## src/rtl/hdmi_packet_pkg.sv

```systemverilog
// Shared HDMI data-island packet constants and types.
// Used by the audio InfoFrame receiver and its BCH checker.
package hdmi_packet_pkg;

  localparam logic [7:0] AUDIO_INFO_FRAME_TYPE    = 8'h84;
  localparam logic [7:0] AUDIO_INFO_FRAME_VERSION = 8'h01;
  localparam logic [4:0] AUDIO_INFO_FRAME_LENGTH  = 5'd10;

  // x^8+x^7+x^6+1, bit-reversed for LSB-first right-shifting
  localparam logic [7:0] BCH_GENERATOR = 8'h83;

  typedef struct packed {
    logic [2:0] channel_count;
    logic [3:0] coding_type;
    logic [7:0] channel_allocation;
    logic       down_mix_inhibited;
    logic [3:0] level_shift_value;
    logic [1:0] lfe_playback_level;
  } audio_fields_t;

  function automatic logic [7:0] bch_step(
    input logic [7:0] p,
    input logic       b
  );
    logic fb;
    fb = p[0] ^ b;
    return (p >> 1) ^ (fb ? BCH_GENERATOR : 8'h00);
  endfunction

endpackage

```

## src/rtl/packet_bch_checker.sv

```systemverilog
// Serial BCH parity over one packet channel, LSB first.
// Flags a mismatch between computed and received ECC byte.
module packet_bch_checker
  import hdmi_packet_pkg::*;
#(
  parameter int BITS_PER_CYCLE = 1,
  parameter int DATA_CYCLES    = 24
) (
  input  logic                      clk_i,
  input  logic                      rst_i,
  input  logic                      en_i,
  input  logic [4:0]                cnt_i,
  input  logic [BITS_PER_CYCLE-1:0] bits_i,
  output logic                      mismatch_o
);

  localparam logic [4:0] LAST_DATA = 5'(DATA_CYCLES);
  localparam logic [4:0] BPC       = 5'(BITS_PER_CYCLE);

  logic [7:0] parity_q, parity_d;
  logic [7:0] recv_q, recv_d;
  logic [7:0] seed;
  logic [2:0] slot;

  // Parity during data cycles, ECC byte collection afterwards
  always_comb begin
    parity_d = parity_q;
    recv_d   = recv_q;
    seed     = (cnt_i == 5'd0) ? 8'h00 : parity_q;
    slot     = 3'((cnt_i - LAST_DATA) * BPC);
    if (en_i) begin
      if (cnt_i < LAST_DATA) begin
        parity_d = seed;
        for (int b = 0; b < BITS_PER_CYCLE; b++)
          parity_d = bch_step(parity_d, bits_i[b]);
      end else begin
        recv_d[slot +: BITS_PER_CYCLE] = bits_i;
      end
    end
  end

  // Parity and received-byte registers
  always_ff @(posedge clk_i or posedge rst_i) begin
    if (rst_i) begin
      parity_q <= '0;
      recv_q   <= '0;
    end else begin
      parity_q <= parity_d;
      recv_q   <= recv_d;
    end
  end

  assign mismatch_o = (parity_q != recv_q);

endmodule

```

## src/rtl/audio_info_frame_receiver.sv

```systemverilog
// HDMI audio InfoFrame receiver: capture, check, latch fields.
// Optional ECC checking under AUDIO_INFO_FRAME_ECC_CHECK_EN.
module audio_info_frame_receiver
  import hdmi_packet_pkg::*;
#(
  parameter bit DROP_ON_CHECKSUM_ERROR = 1'b1
) (
  input  logic            clk_pixel,
  input  logic            reset,
  input  logic            packet_enable,
  input  logic            header_bit,
  input  logic [3:0][1:0] sub_bits,
  output logic            frame_valid,
  output logic            checksum_error,
  output logic            ecc_error,
  output logic [2:0]      channel_count,
  output logic [3:0]      coding_type,
  output logic [7:0]      channel_allocation,
  output logic            down_mix_inhibited,
  output logic [3:0]      level_shift_value,
  output logic [1:0]      lfe_playback_level,
  output logic            fields_present
);

  typedef enum logic [1:0] {
    S_IDLE,
    S_CAPTURE,
    S_BLOCK
  } state_e;

  state_e state_q, state_d;
  logic [4:0] cnt_q, cnt_d;
  logic cap_en;
  logic xfer_q, xfer_d;

  logic [23:0]      hdr_q, hdr_d;
  logic [3:0][55:0] pb_q, pb_d;

  logic             eval_valid_q;
  logic [23:0]      eval_hdr_q;
  logic [3:0][55:0] eval_pb_q;
  logic             ecc_bad;

  audio_fields_t fields_q, fields_d, upd;
  logic present_q, present_d;
  logic fv_q, fv_d;
  logic ce_q, ce_d;
  logic ee_q, ee_d;
  logic [7:0] sum;
  logic type_ok;

  // Packet framing: wait for a rising enable, count 32 bits
  always_comb begin
    state_d = state_q;
    cnt_d   = cnt_q;
    cap_en  = 1'b0;
    unique case (state_q)
      S_BLOCK: begin
        if (!packet_enable) state_d = S_IDLE;
      end
      S_IDLE: begin
        if (packet_enable) begin
          cap_en  = 1'b1;
          cnt_d   = 5'd1;
          state_d = S_CAPTURE;
        end
      end
      S_CAPTURE: begin
        if (packet_enable) begin
          cap_en = 1'b1;
          cnt_d  = cnt_q + 5'd1;
        end else begin
          cnt_d   = 5'd0;
          state_d = S_IDLE;
        end
      end
      default: begin
        cnt_d   = 5'd0;
        state_d = S_BLOCK;
      end
    endcase
    xfer_d = cap_en && (cnt_q == 5'd31);
  end

  // Framing state, counter and transfer request
  always_ff @(posedge clk_pixel or posedge reset) begin
    if (reset) begin
      state_q <= S_BLOCK;
      cnt_q   <= '0;
      xfer_q  <= 1'b0;
    end else begin
      state_q <= state_d;
      cnt_q   <= cnt_d;
      xfer_q  <= xfer_d;
    end
  end

  // Capture header and subpacket payload bits
  always_comb begin
    hdr_d = hdr_q;
    pb_d  = pb_q;
    if (cap_en) begin
      if (cnt_q < 5'd24) hdr_d[cnt_q] = header_bit;
      if (cnt_q < 5'd28)
        for (int i = 0; i < 4; i++)
          pb_d[i][{cnt_q, 1'b0} +: 2] = sub_bits[i];
    end
  end

  // Capture registers
  always_ff @(posedge clk_pixel or posedge reset) begin
    if (reset) begin
      hdr_q <= '0;
      pb_q  <= '0;
    end else begin
      hdr_q <= hdr_d;
      pb_q  <= pb_d;
    end
  end

  // Evaluation stage, loaded one cycle after bit 31
  always_ff @(posedge clk_pixel or posedge reset) begin
    if (reset) begin
      eval_valid_q <= 1'b0;
      eval_hdr_q   <= '0;
      eval_pb_q    <= '0;
    end else begin
      eval_valid_q <= xfer_q;
      if (xfer_q) begin
        eval_hdr_q <= hdr_q;
        eval_pb_q  <= pb_q;
      end
    end
  end

`ifdef AUDIO_INFO_FRAME_ECC_CHECK_EN
  logic       hdr_mm;
  logic [3:0] sub_mm;
  logic       eval_ecc_q;

  packet_bch_checker #(
    .BITS_PER_CYCLE(1),
    .DATA_CYCLES(24)
  ) u_hdr_bch (
    .clk_i     (clk_pixel),
    .rst_i     (reset),
    .en_i      (cap_en),
    .cnt_i     (cnt_q),
    .bits_i    (header_bit),
    .mismatch_o(hdr_mm)
  );

  for (genvar g = 0; g < 4; g++) begin : g_sub_bch
    packet_bch_checker #(
      .BITS_PER_CYCLE(2),
      .DATA_CYCLES(28)
    ) u_sub_bch (
      .clk_i     (clk_pixel),
      .rst_i     (reset),
      .en_i      (cap_en),
      .cnt_i     (cnt_q),
      .bits_i    (sub_bits[g]),
      .mismatch_o(sub_mm[g])
    );
  end

  // Snapshot ECC verdict alongside the evaluation data
  always_ff @(posedge clk_pixel or posedge reset) begin
    if (reset) eval_ecc_q <= 1'b0;
    else if (xfer_q) eval_ecc_q <= hdr_mm | (|sub_mm);
  end

  assign ecc_bad = eval_ecc_q;
`else
  assign ecc_bad = 1'b0;
`endif

  // Type match, checksum and outcome selection
  always_comb begin
    sum = eval_hdr_q[7:0] + eval_hdr_q[15:8] + eval_hdr_q[23:16];
    for (int i = 0; i < 4; i++)
      for (int j = 0; j < 7; j++)
        sum = sum + eval_pb_q[i][8*j +: 8];
    type_ok = (eval_hdr_q[7:0] == AUDIO_INFO_FRAME_TYPE) &&
              (eval_hdr_q[15:8] == AUDIO_INFO_FRAME_VERSION) &&
              (eval_hdr_q[20:16] == AUDIO_INFO_FRAME_LENGTH);

    upd.channel_count      = eval_pb_q[0][10:8];
    upd.coding_type        = eval_pb_q[0][15:12];
    upd.channel_allocation = eval_pb_q[0][39:32];
    upd.down_mix_inhibited = eval_pb_q[0][47];
    upd.level_shift_value  = eval_pb_q[0][46:43];
    upd.lfe_playback_level = eval_pb_q[0][41:40];

    fields_d  = fields_q;
    present_d = present_q;
    fv_d      = 1'b0;
    ce_d      = 1'b0;
    ee_d      = 1'b0;
    if (eval_valid_q) begin
      ee_d = ecc_bad;
      ce_d = type_ok && (sum != 8'h00);
      if (type_ok && !ecc_bad &&
          ((sum == 8'h00) || !DROP_ON_CHECKSUM_ERROR)) begin
        fv_d      = 1'b1;
        fields_d  = upd;
        present_d = 1'b1;
      end
    end
  end

  // Output pulse and field registers
  always_ff @(posedge clk_pixel or posedge reset) begin
    if (reset) begin
      fields_q  <= '0;
      present_q <= 1'b0;
      fv_q      <= 1'b0;
      ce_q      <= 1'b0;
      ee_q      <= 1'b0;
    end else begin
      fields_q  <= fields_d;
      present_q <= present_d;
      fv_q      <= fv_d;
      ce_q      <= ce_d;
      ee_q      <= ee_d;
    end
  end

  assign frame_valid        = fv_q;
  assign checksum_error     = ce_q;
  assign ecc_error          = ee_q;
  assign channel_count      = fields_q.channel_count;
  assign coding_type        = fields_q.coding_type;
  assign channel_allocation = fields_q.channel_allocation;
  assign down_mix_inhibited = fields_q.down_mix_inhibited;
  assign level_shift_value  = fields_q.level_shift_value;
  assign lfe_playback_level = fields_q.lfe_playback_level;
  assign fields_present     = present_q;

endmodule

```

## config.mk

```make
export PLATFORM = sky130hd
export DESIGN_NAME = audio_info_frame_receiver
export DESIGN_NICKNAME = d
export VERILOG_FILES = /design/src/rtl/hdmi_packet_pkg.sv /design/src/rtl/packet_bch_checker.sv /design/src/rtl/audio_info_frame_receiver.sv
export SDC_FILE = /design/constraint.sdc
export NUM_CORES = 1
export LEC_CHECK = 0
export BUFFER_PORTS_ARGS = -buffer_cell sky130_fd_sc_hd__buf_4
export CAP_MARGIN = 20
export CORE_MARGIN = 2
export CORE_UTILIZATION = 68
export DETAILED_ROUTE_END_ITERATION = 10
export PLACE_DENSITY = 0.93
export SYNTH_ARGS = -nofsm -noshare
export SYNTH_HDL_FRONTEND = slang
export SYNTH_HIERARCHICAL = 1
export SYNTH_SLANG_ARGS = --single-unit
```

## constraint.sdc

```tcl
create_clock -name clk_pixel -period 44.4 [get_ports clk_pixel]
set_input_delay 4.44 -clock clk_pixel [delete_from_list [all_inputs] [get_ports clk_pixel]]
set_output_delay 4.44 -clock clk_pixel [all_outputs]
set_load 0.01 [all_outputs]
```

==> summary.txt, run 1 <==
Status
  – Outcome: completed

STA
  – Final hold slack: approximately 0.48 ns
  – Max Freq: 128 MHz
  – Final period utilization: 0.176
  – Worst setup margin: 36.58 ns
  – Hold Vio Cnt, Final: 0
  – Setup TNS: 0 ns
  – RSZ-0062 raised after global routing: false
  – Actual slew at the worst max-slew pin: approximately 1.2 ns
  – Setup Skew: 0.0158 ns
  – Slew Viols, Final: 0
  – Final setup viols: 0
  – Relative slew slack: 0.212
  – Fin crit period: 7.82 ns

Route
  – WL final: ~64000 µm
  – Drt pass-1 iters: 6
  – WL per Instance: 25.5 µm
  – Vias: 15942
  – Antenna-violating nets left: 0
  – Residual DRC: 0
  – Via/cell ratio: around 6.3
  – Initial DRC Count: approximately 1600

Placed design
  – DP HPWL: 40400 µm
  – Placer Congestion: around 0.87
  – Dpl ws: 36.33 ns
  – I/O Buffers: 36

Logic synthesis
  – Main combinational cell family by area after synthesis: multiplexers
  – Syn. warnings: 6
  – Area of the mapped netlist: roughly 26000 µm²
  – Distinct cells, synth: between 40 and 50
  – Syn_nets: 2162
  – Syn_area_per_cell: 13.2 µm²
  – Post-Synth XOR/XNOR Area: 0.0231
  – Post-synthesis sequential area ratio: 0.517
  – Mux cell area share after synthesis: 0.182
  – Synth Instances: 1940
  – Simple-gate share of the synthesized area: 0.0564
  – Primary FF master, synth: dfrtp_1
  – Compound-gate portion of the synthesized area: 0.0292
  – Register bit total from synthesis: between 500 and 600
  – Post-synthesis adder-cell area fraction: 0.154
  – Ys async rst share: 1.00
  – EDFF count, synth: 0

Cells and area
  – Commonest non-fill, non-tap cell in the layout: dfrtp_1
  – Share of layout cells above drive strength 1: 0.275
  – P&R area growth vs syn: 9.71%
  – Layout Nets: roughly 2200
  – Diodes inserted: 0
  – FILL cells: ~1900
  – Most frequent cells in the layout: 528 x dfrtp_1, 389 x mux2_2, 177 x fa_1

Clocking
  – Hold buffers post-CTS: 0
  – CTS sink count: 530
  – Worst-case clock buffer depth: 3
  – CTS clk-pin slew, worst paths: 0.06 ns
  – Setup repair bufs after CTS: 0
  – Root buf cell: clkbuf_16
  – Clk Latency, worst-skew pair: 0.59 ns
  – CTS tree: done
  – CTS Buf Count: 51
  – CTS HTree Levels: 2
  – Post-cts resize count: 0

Critical path
  – CP Launch Point: eval_pb_q[1]
  – Data required time of the critical path: 44.87 ns
  – R2R Setup Slk: 36.58 ns
  – CP cell instances: fa_1, inv_1, fa_1, fa_1, fa_1, inv_1, fa_1, inv_1, fa_1, fa_1, inv_1, fa_1, ha_1, inv_1, fa_1, nor2b_1, nor3_1, xor2_1, and3_1, o221ai_1, or3_1, buf_4, mux2_2
  – Startpoint types: register
  – Critical Path End: coding_type[2]
  – Crit-path slowest cell: fa_1
  – Crit path DAT: roughly 8.3 ns
  – Reg2reg end: coding_type[2]
  – Critical Path End Type: register
  – Most used cell, CP: fa_1
  – Largest fanout on the critical path: 23
  – Kind of critical path: register to register
  – Reg2reg start: eval_pb_q[1]
  – Reg2reg path depth: 23
  – Crit path largest cell delay: 0.59 ns

Floorplanning
  – # rows: 71
  – Die Area: 39300 µm²
  – Die width: a little under 200 µm
  – Core ar.: between 30000 and 40000 µm²
  – Vert. Die Dim: ~200 µm
  – Initial Util: 0.686
  – # IOs: 38

Power and ir drop
  – PwrDens: ~42 nW/µm²
  – Total power draw: 1.19 mW
  – Max IR drop VDD: approximately 0.046 mV
  – Leakage power: between 10 and 15 nW

Run
  – Max Cap Violations: 0

Hold path
  – Hold Path Class: register to register
  – Hold_sp: fields_present

Global route
  – Initial antenna violation count: 1
  – Vias in the first global route: 17699
  – Total GRT Usage: 0.342
  – Largest net degree at the start of global routing: 188
  – GRT overflow: 0
  – Global-route wire length before repair: 100000 µm
==> worst min-delay path by stage <==
stage	end	depth (start not counted)
6_report	fields_present	1
5_1_grt	fields_present	1
4_1_cts	fields_present	1
3_5_place_dp	fields_present	1
3_3_place_gp	fields_present	1
2_1_floorplan	eval_valid_q	0
==> logic make-up after synthesis <==
group	count (synthesis)
DFF	530
AOI/OAI and AO/OA	140
xor gates and xnor gates	66
adders and majority gates	210
buffers and inverters	250
muxes	408
and+or+nand+nor	335
other	1
==> per-stage QoR <==
stage	area, µm²	utilization	std cells
6_report	28200	0.753	2518
5_1_grt	28200	0.753	2518
4_1_cts	28100	0.751	2515
3_5_place_dp	26400	0.706	2423
3_3_place_gp	26400	0.705	2422
2_1_floorplan	25700	-	1940
==> flip-flops by register name, indices dropped and copies added (netlist names) <==
| signal | cells |
|---|---|
| xfer_q | 1 |
| eval_valid_q | 1 |
| state_q | 2 |
| channel_allocation | 8 |
| coding_type | 4 |
| down_mix_inhibited | 1 |
| frame_valid | 1 |
| pb_q | 224 |
| eval_pb_q | 224 |
| channel_count | 3 |
| checksum_error | 1 |
| level_shift_value | 4 |
| fields_present | 1 |
| lfe_playback_level | 2 |
| hdr_q | 24 |
| eval_hdr_q | 24 |
| cnt_q | 5 |
==> critical path: cells and delay by family, from the launching register on <==
| kind | cells | cell delay [ns] |
|---|---|---|
| buf+inv | 6 | 0.75 |
| mux | 1 | 0.39 |
| simple gates | 4 | 0.70 |
| xor+xnor | 1 | 0.15 |
| flops | 1 | 0.41 |
| compound gates | 1 | 0.58 |
| fa+ha+maj | 10 | 4.70 |
==> final cells by class <==
class | count | area (µm²) | share of cell area
inverter | 171 | 649 | 0.0231
timing repair buffer | 54 | 474 | 0.0168
multi-input combinational | 1160 | 11400 | 0.406
clock buffer | 78 | 1570 | 0.0558
sequential | 530 | 13300 | 0.471
clock inverter | 14 | 130 | 0.00462
tap | 511 | 639 | 0.0227
==> cells in the mapped netlist, drive strengths merged (3+ instances only) <==
library cell | n | area (µm²)
xnor2 | 53 | 464
a21o | 4 | 30.0
o31ai | 4 | 30.0
clkbuf | 70 | 263
nand3 | 29 | 145
nand2 | 176 | 661
ha | 33 | 413
buf | 9 | 77.6
o21ai | 113 | 566
and2 | 6 | 37.5
mux2 | 408 | 4670
nor3 | 18 | 95.1
nor2 | 71 | 267
fa | 177 | 3540
nand2b | 4 | 25.0
nor2b | 5 | 31.3
xor2 | 12 | 105
a21oi | 10 | 50.1
nand4 | 3 | 18.8
dfrtp | 529 | 13200
nor4b | 3 | 26.3
and3 | 9 | 56.3
inv | 171 | 642
==> power by group <==
group	total [mW]	internal, mW	switching [mW]
logic	0.194	0.0507	0.143
registers	0.548	0.521	0.0263
clock network	0.444	0.255	0.189
==> per-layer routing <==
layer	global-route usage	vias to the layer above	part of all wire
met5	0	-	0.00017
met2	0.556	941	0.49
met3	0.0801	326	0.084
met4	0.221	2	0.067
met1	0.415	8263	0.36
li1	-	6410	-
Note: power is estimated with default switching activity, not from simulation.
==> inputs of run 2 (changes only) <==
Settings changed: CORE_UTILIZATION 68 to 63, PLACE_DENSITY 0.93 to 0.88.
Clock period 44.4 ns to 8.1 ns, I/O delays scaled along.
==> run 2 against run 1 <==
Combinational power grew to 5.2 times the previous value. Global-route usage down 4.1 points. Flip-flop and latch count stayed put. First-iteration DRC count is 11% lower. Clock-buffer cell count down 5. Setup slack worse by 36 ns. Die area increased by 7.8%. Largest power group unchanged.
==> summary.txt, run 2 (synthesis results as in run 1) <==
Critical path
  – CP Depth: 20 (was 23)
  – Critical Path End Type: register (unchanged)
  – CP top delay family: adder cells (unchanged)
  – Critical path buffer and inverter count: 3 (was 6)
  – Largest fanout on the critical path: 23 (unchanged)
  – Crit-path slowest cell: fa_1 (unchanged)
  – R2R Setup Slk: 0.51 ns (was 36.58 ns)
  – CP cell instances: fa_1, inv_1, fa_1, fa_1, fa_1, fa_1, fa_1, fa_1, fa_1, inv_1, ha_1, a21o_1, a21o_1, a21o_1, a21oi_1, xnor3_1, xnor2_1, or3_1, buf_4, mux2_4 (was fa_1, inv_1, fa_1, fa_1, fa_1, inv_1, fa_1, inv_1, fa_1, fa_1, inv_1, fa_1, ha_1, inv_1, fa_1, nor2b_1, nor3_1, xor2_1, and3_1, o221ai_1, or3_1, buf_4, mux2_2)
  – Crit path DAT: 8.05 ns (was 8.29 ns)
  – Kind of critical path: register to register (unchanged)
  – Reg2reg path depth: 20 (was 23)
  – Crit path largest cell delay: 0.60 ns (was 0.59 ns)
  – Data required time of the critical path: 8.56 ns (was 44.87 ns)
  – Startpoint types: register (unchanged)
  – Most used cell, CP: fa_1 (unchanged)

Clocking
  – CTS tree: done (unchanged)
  – Worst-case clock buffer depth: 3 (unchanged)
  – CTS HTree Levels: 2 (unchanged)
  – CTS clk-pin slew, worst paths: 0.06 ns (about the same)
  – Clk Latency, worst-skew pair: 0.58 ns (was 0.59 ns)
  – Root buf cell: clkbuf_16 (unchanged)
  – Hold buffers post-CTS: 0 (unchanged)
  – Post-cts resize count: 0 (unchanged)
  – Setup repair bufs after CTS: 0 (unchanged)
  – CTS sink count: 530 (unchanged)
  – CTS Buf Count: 51 (unchanged)

Power and ir drop
  – Max IR drop VDD: 0.206 mV (was 0.0460 mV)
  – Sw frac: 0.297 (was 0.303)
  – Internal cell power: 4.50 mW (was 0.827 mW)
  – Leakage power: 13.3 nW (about the same)
  – PwrDens: 227 nW/µm² (was 42.1 nW/µm²)
  – Clock power frac: 0.374 (about the same)
  – Combinational power share: 0.158 (was 0.164)
  – Net Sw Power: 1.90 mW (was 0.359 mW)
  – Reg power frac: 0.468 (was 0.462)

Global route
  – Global-route wire length before repair: 95700 µm (was 100000 µm)
  – Initial antenna violation count: 2 (was 1)
  – Total GRT Usage: 0.301 (was 0.342)
  – GRT overflow: 0 (unchanged)
  – Largest net degree at the start of global routing: 189 (was 188)
  – Vias in the first global route: 17294 (was 17699)

STA
  – Final period utilization: 0.937 (was 0.176)
  – Fin crit period: 7.59 ns (was 7.82 ns)
  – Relative slew slack: 0.187 (was 0.212)
  – Setup Skew: 0.0267 ns (was 0.0158 ns)
  – Setup TNS: 0 ns (unchanged)
  – RSZ-0062 raised after global routing: false (unchanged)
  – Actual slew at the worst max-slew pin: 1.22 ns (was 1.18 ns)
  – Max Freq: 132 MHz (was 128 MHz)
  – Final setup viols: 0 (unchanged)
  – Hold Vio Cnt, Final: 0 (unchanged)
  – Final hold slack: 0.379 ns (was 0.478 ns)
  – Slew Viols, Final: 0 (unchanged)

Route
  – Antenna-violating nets left: 0 (unchanged)
  – Via/cell ratio: 6.07 (was 6.33)
  – Drt pass-1 iters: 6 (unchanged)
  – WL per Instance: 24.0 µm (was 25.5 µm)
  – Vias: 15380 (was 15942)
  – WL final: 60700 µm (was 64100 µm)
  – Initial DRC Count: 1433 (was 1604)
  – Residual DRC: 0 (unchanged)

Cells and area
  – Layout Nets: 2189 (was 2190)
  – Diodes inserted: 0 (unchanged)
  – Commonest non-fill, non-tap cell in the layout: dfrtp_1 (unchanged)
  – Share of layout cells above drive strength 1: 0.275 (unchanged)
  – P&R area growth vs syn: 9.54% (was 9.71%)
  – Most frequent cells in the layout: 528 x dfrtp_1, 389 x mux2_2, 177 x fa_1 (unchanged)
  – Largest registers: eval_pb_q: 224 flops, pb_q: 224 flops (unchanged)

Floorplanning
  – # rows: 73 (was 71)
  – Vert. Die Dim: 206 µm (was 198 µm)
  – Die Area: 42400 µm² (was 39300 µm²)
  – Die width: 206 µm (was 198 µm)
  – Initial Util: 0.641 (was 0.686)
  – # IOs: 38 (unchanged)
  – Core ar.: 40000 µm² (was 37400 µm²)

Placed design
  – DP HPWL: 39600 µm (was 40400 µm)
  – I/O Buffers: 36 (unchanged)
  – Placer Congestion: 0.852 (was 0.874)

Hold path
  – Hold Path Class: input pin to async pin (was register to register)

Run
  – Max Cap Violations: 0 (unchanged)

Status
  – Outcome: completed (unchanged)
run 2: cell types whose count changed in the layout (fill, tap and decap cells not counted), sizes merged:
| cell | previous run | this run |
|---|---|---|
| clkinvlp | 4 | 5 |
| buf | 54 | 52 |
| clkinv | 8 | 12 |
| bufinv | 2 | 3 |
| clkbuf | 78 | 74 |
run 2: power groups by stage:
| stage | logic (mW) | clock network, mW | registers (mW) |
|---|---|---|---|
| 6_report | 1.01 | 2.39 | 2.99 |
| 3_5_place_dp | 0.962 | 0 | 3.03 |
| 2_1_floorplan | 0.623 | 0 | 2.98 |
| 4_1_cts | 0.984 | 2.41 | 2.99 |
| 5_1_grt | 1.08 | 2.51 | 3.01 |
| 3_3_place_gp | 0.923 | 0 | 3.01 |
run 2: final cells by class:
cell class	instances	area (µm²)
Inverter	171	646
Tap cell	525	657
Sequential cell	530	13300
Fill cell	2381	11900
Multi-Input combinational cell	1160	11400
Clock buffer	73	1480
Timing Repair Buffer	53	449
Clock inverter	20	189
run 2: metal layers:
| metal | part of all wire | wire length [µm] | global-route usage |
|---|---|---|---|
| met5 | 0.00035 | 21 | 0 |
| met4 | 0.051 | 3070 | 0.149 |
| met3 | 0.078 | 4730 | 0.0763 |
| met2 | 0.50 | 30400 | 0.500 |
| met1 | 0.37 | 22400 | 0.370 |
run 2: metrics by stage:
stage               cells  utilization  cell area, µm²  power [mW]  setup WS, ns
global placement     2435        0.660           26400        3.94         0.863
finish               2532        0.703           28100        6.39         0.509
global route         2532        0.703           28100        6.60         0.284
floorplan            1940            -           25700        3.60        0.0867
detailed placement   2437        0.660           26400        3.99         0.677
CTS                  2530        0.702           28100        6.38         0.535
run 2: final timing paths:
check / startpoint / to
setup / recovery: eval_pb_q[147] / level_shift_value[0]
hold / removal: reset / eval_pb_q[160]
setup reg to reg: eval_pb_q[147] / level_shift_value[0]
hold reg to reg: pb_q[183] / pb_q[183]
max in group asynchronous: reset / pb_q[47]
min in group clk_pixel: pb_q[183] / pb_q[183]
run 2: worst register-to-register path, delay by kind of cell (launching register included):
kind            cells  cell delay (ns)
fa+ha+maj           9             4.47
compound gates      4             0.79
xor+xnor            2             0.64
flops               1             0.42
buf+inv             3             0.42
simple gates        1             0.39
mux                 1             0.37
==> inputs of run 3 (changes only) <==
Settings changed: GPL_TIMING_DRIVEN from default to 0.
==> run 3 against run 2 <==
Die area did not move. Utilization rose by 1.5 points. Fmax fell by 2.8%. Global-route usage rose by 3.7 points.
==> summary.txt, run 3 (synthesis results as in run 1) <==
Status
  – Outcome: completed (unchanged)

Cells and area
  – Fin cells: 2611 (was 2532)
  – Final Util: 0.717 (was 0.703)
  – P&R area growth vs syn: 11.9% (was 9.54%)
  – FILL cells: 2352 (was 2381)
  – Commonest non-fill, non-tap cell in the layout: dfrtp_1 (unchanged)
  – Largest registers: eval_pb_q: 224 flops, pb_q: 224 flops (unchanged)
  – Most frequent cells in the layout: 529 x dfrtp_1, 389 x mux2_2, 177 x fa_1 (was 528 x dfrtp_1, 389 x mux2_2, 177 x fa_1)
  – Share of layout cells above drive strength 1: 0.266 (was 0.275)
  – Diodes inserted: 0 (unchanged)
  – Layout Nets: 2267 (was 2189)
  – Final instance area: 28700 µm² (was 28100 µm²)

Critical path
  – Startpoint types: register (unchanged)
  – Most used cell, CP: fa_1 (unchanged)
  – Largest fanout on the critical path: 10 (was 23)
  – Data required time of the critical path: 8.58 ns (was 8.56 ns)
  – Critical Path End Type: register (unchanged)
  – Crit path largest cell delay: 0.61 ns (was 0.60 ns)
  – Kind of critical path: register to register (unchanged)
  – CP cell instances: fa_1, inv_1, fa_1, fa_1, fa_1, fa_1, fa_1, fa_1, fa_1, inv_1, ha_1, a21o_1, a21o_1, a21o_1, a21oi_2, xnor3_1, xnor2_2, or3_1, buf_6, buf_12, mux2_4 (was fa_1, inv_1, fa_1, fa_1, fa_1, fa_1, fa_1, fa_1, fa_1, inv_1, ha_1, a21o_1, a21o_1, a21o_1, a21oi_1, xnor3_1, xnor2_1, or3_1, buf_4, mux2_4)
  – Crit path DAT: 8.28 ns (was 8.05 ns)
  – Crit-path slowest cell: fa_1 (unchanged)

Floorplanning
  – Initial Util: 0.641 (unchanged)
  – # IOs: 38 (unchanged)
  – Vert. Die Dim: 206 µm (unchanged)
  – Core ar.: 40000 µm² (unchanged)
  – Die width: 206 µm (unchanged)
  – # rows: 73 (unchanged)
  – Die Area: 42400 µm² (unchanged)

STA
  – Setup Skew: 0.0102 ns (was 0.0267 ns)
  – Relative slew slack: 0.193 (was 0.187)
  – Setup TNS: 0 ns (unchanged)
  – Final hold slack: 0.166 ns (was 0.379 ns)
  – Worst setup margin: 0.291 ns (was 0.509 ns)
  – Final setup viols: 0 (unchanged)
  – Slew Viols, Final: 0 (unchanged)
  – Max Freq: 128 MHz (was 132 MHz)
  – Final period utilization: 0.964 (was 0.937)
  – Fin crit period: 7.81 ns (was 7.59 ns)
  – Hold Vio Cnt, Final: 0 (unchanged)
  – Actual slew at the worst max-slew pin: 1.21 ns (was 1.22 ns)
  – RSZ-0062 raised after global routing: false (unchanged)

Placed design
  – Dpl cell area: 26900 µm² (was 26400 µm²)
  – Placer Congestion: 0.919 (was 0.852)
  – Placed cells: 2512 (was 2437)
  – Dpl ws: 0.146 ns (was 0.677 ns)
  – I/O Buffers: 32 (was 36)
  – DP HPWL: 47800 µm (was 39600 µm)

Global route
  – Initial antenna violation count: 0 (was 2)
  – GRT overflow: 0 (unchanged)
  – Vias in the first global route: 18137 (was 17294)
  – Total GRT Usage: 0.339 (was 0.301)
  – Global-route wire length before repair: 105000 µm (was 95700 µm)
  – Largest net degree at the start of global routing: 46 (was 189)

Route
  – Routed met1 length: 25200 µm (was 22400 µm)
  – Via/cell ratio: 6.24 (was 6.07)
  – WL final: 68300 µm (was 60700 µm)
  – Vias: 16291 (was 15380)
  – Top sig layer: met4 (was met5)
  – Residual DRC: 0 (unchanged)
  – Initial DRC Count: 1940 (was 1433)
  – Routed wl met3: 6380 µm (was 4730 µm)
  – DR WL met2: 32300 µm (was 30400 µm)
  – Drt pass-1 iters: 7 (was 6)
  – WL per Instance: 26.1 µm (was 24.0 µm)
  – Antenna-violating nets left: 0 (unchanged)

Clocking
  – CTS Buf Count: 51 (unchanged)
  – CTS sink count: 530 (unchanged)
  – Hold buffers post-CTS: 0 (unchanged)
  – CTS tree: done (unchanged)
  – Worst-case clock buffer depth: 3 (unchanged)
  – Root buf cell: clkbuf_16 (unchanged)
  – CTS HTree Levels: 2 (unchanged)
  – Clk Latency, worst-skew pair: 0.60 ns (was 0.58 ns)
  – CTS clk-pin slew, worst paths: 0.06 ns (about the same)

Power and ir drop
  – Max IR drop VDD: 0.214 mV (was 0.206 mV)
  – PwrDens: 232 nW/µm² (was 227 nW/µm²)
  – Total power draw: 6.65 mW (was 6.39 mW)
  – Leakage power: 13.5 nW (was 13.3 nW)

Hold path
  – Hold Path Class: input pin to async pin (unchanged)

Run
  – Max Cap Violations: 0 (unchanged)
-- run 3: cell types whose count changed in the layout (fill, tap and decap cells not counted), sizes merged --
cell      change
clkbuf       +70
buf           +9
bufinv        +4
clkinvlp      -2
clkinv        -1
inv           -1
-- run 3: routing by layer --
layer / up-vias / track usage
li1: 6573 / -
met1: 8441 / 0.430
met2: 952 / 0.536
met3: 325 / 0.0814
met4: 0 / 0.197
met5: - / 0
-- run 3: layout make-up --
type | count | area [µm²] | area share
Clock inverter | 20 | 288 | 0.0100
Tap cell | 525 | 657 | 0.0229
Timing Repair Buffer | 52 | 589 | 0.0205
Buffer | 79 | 340 | 0.0119
Sequential cell | 530 | 13300 | 0.462
Clock buffer | 74 | 1500 | 0.0521
Multi-Input combinational cell | 1160 | 11400 | 0.398
Inverter | 171 | 646 | 0.0225
-- run 3: what timing repair did --
| action | CTS | global route |
|---|---|---|
| gates resized for setup | 0 | 2 |
| endpoints found under the setup margin | 0 | 22 |
| buffers inserted | 0 | 0 |
-- run 3: worst paths after layout --
path | start | to | slack [ns] | cells past startpoint
min in group clk_pixel | xfer_q | eval_valid_q | 0.39 | 0
hold reg to reg | xfer_q | eval_valid_q | 0.39 | 0
setup reg to reg | eval_pb_q[147] | coding_type[3] | 0.29 | 21
setup / recovery | eval_pb_q[147] | coding_type[3] | 0.29 | 21
hold / removal | reset | eval_pb_q[192] | 0.17 | 2
max in group asynchronous | reset | channel_allocation[5] | 6.39 | 7
-- run 3: critical path: cells and delay by family, from the launching register on --
family,cells,cell delay (ns)
flip-flops,1,0.41
XOR/XNOR,2,0.81
AO/OA/AOI/OAI,4,0.83
AND/OR/NAND/NOR,1,0.42
buffers and inverters,4,0.41
multiplexers,1,0.30
adder cells (fa/ha/maj),9,4.50
-- run 3: power breakdown --
part / leakage, nW / switching [mW] / internal [mW]
sequential: 7.28 / 0.131 / 2.86
combinational: 5.34 / 0.824 / 0.285
clock: 0.875 / 1.04 / 1.51
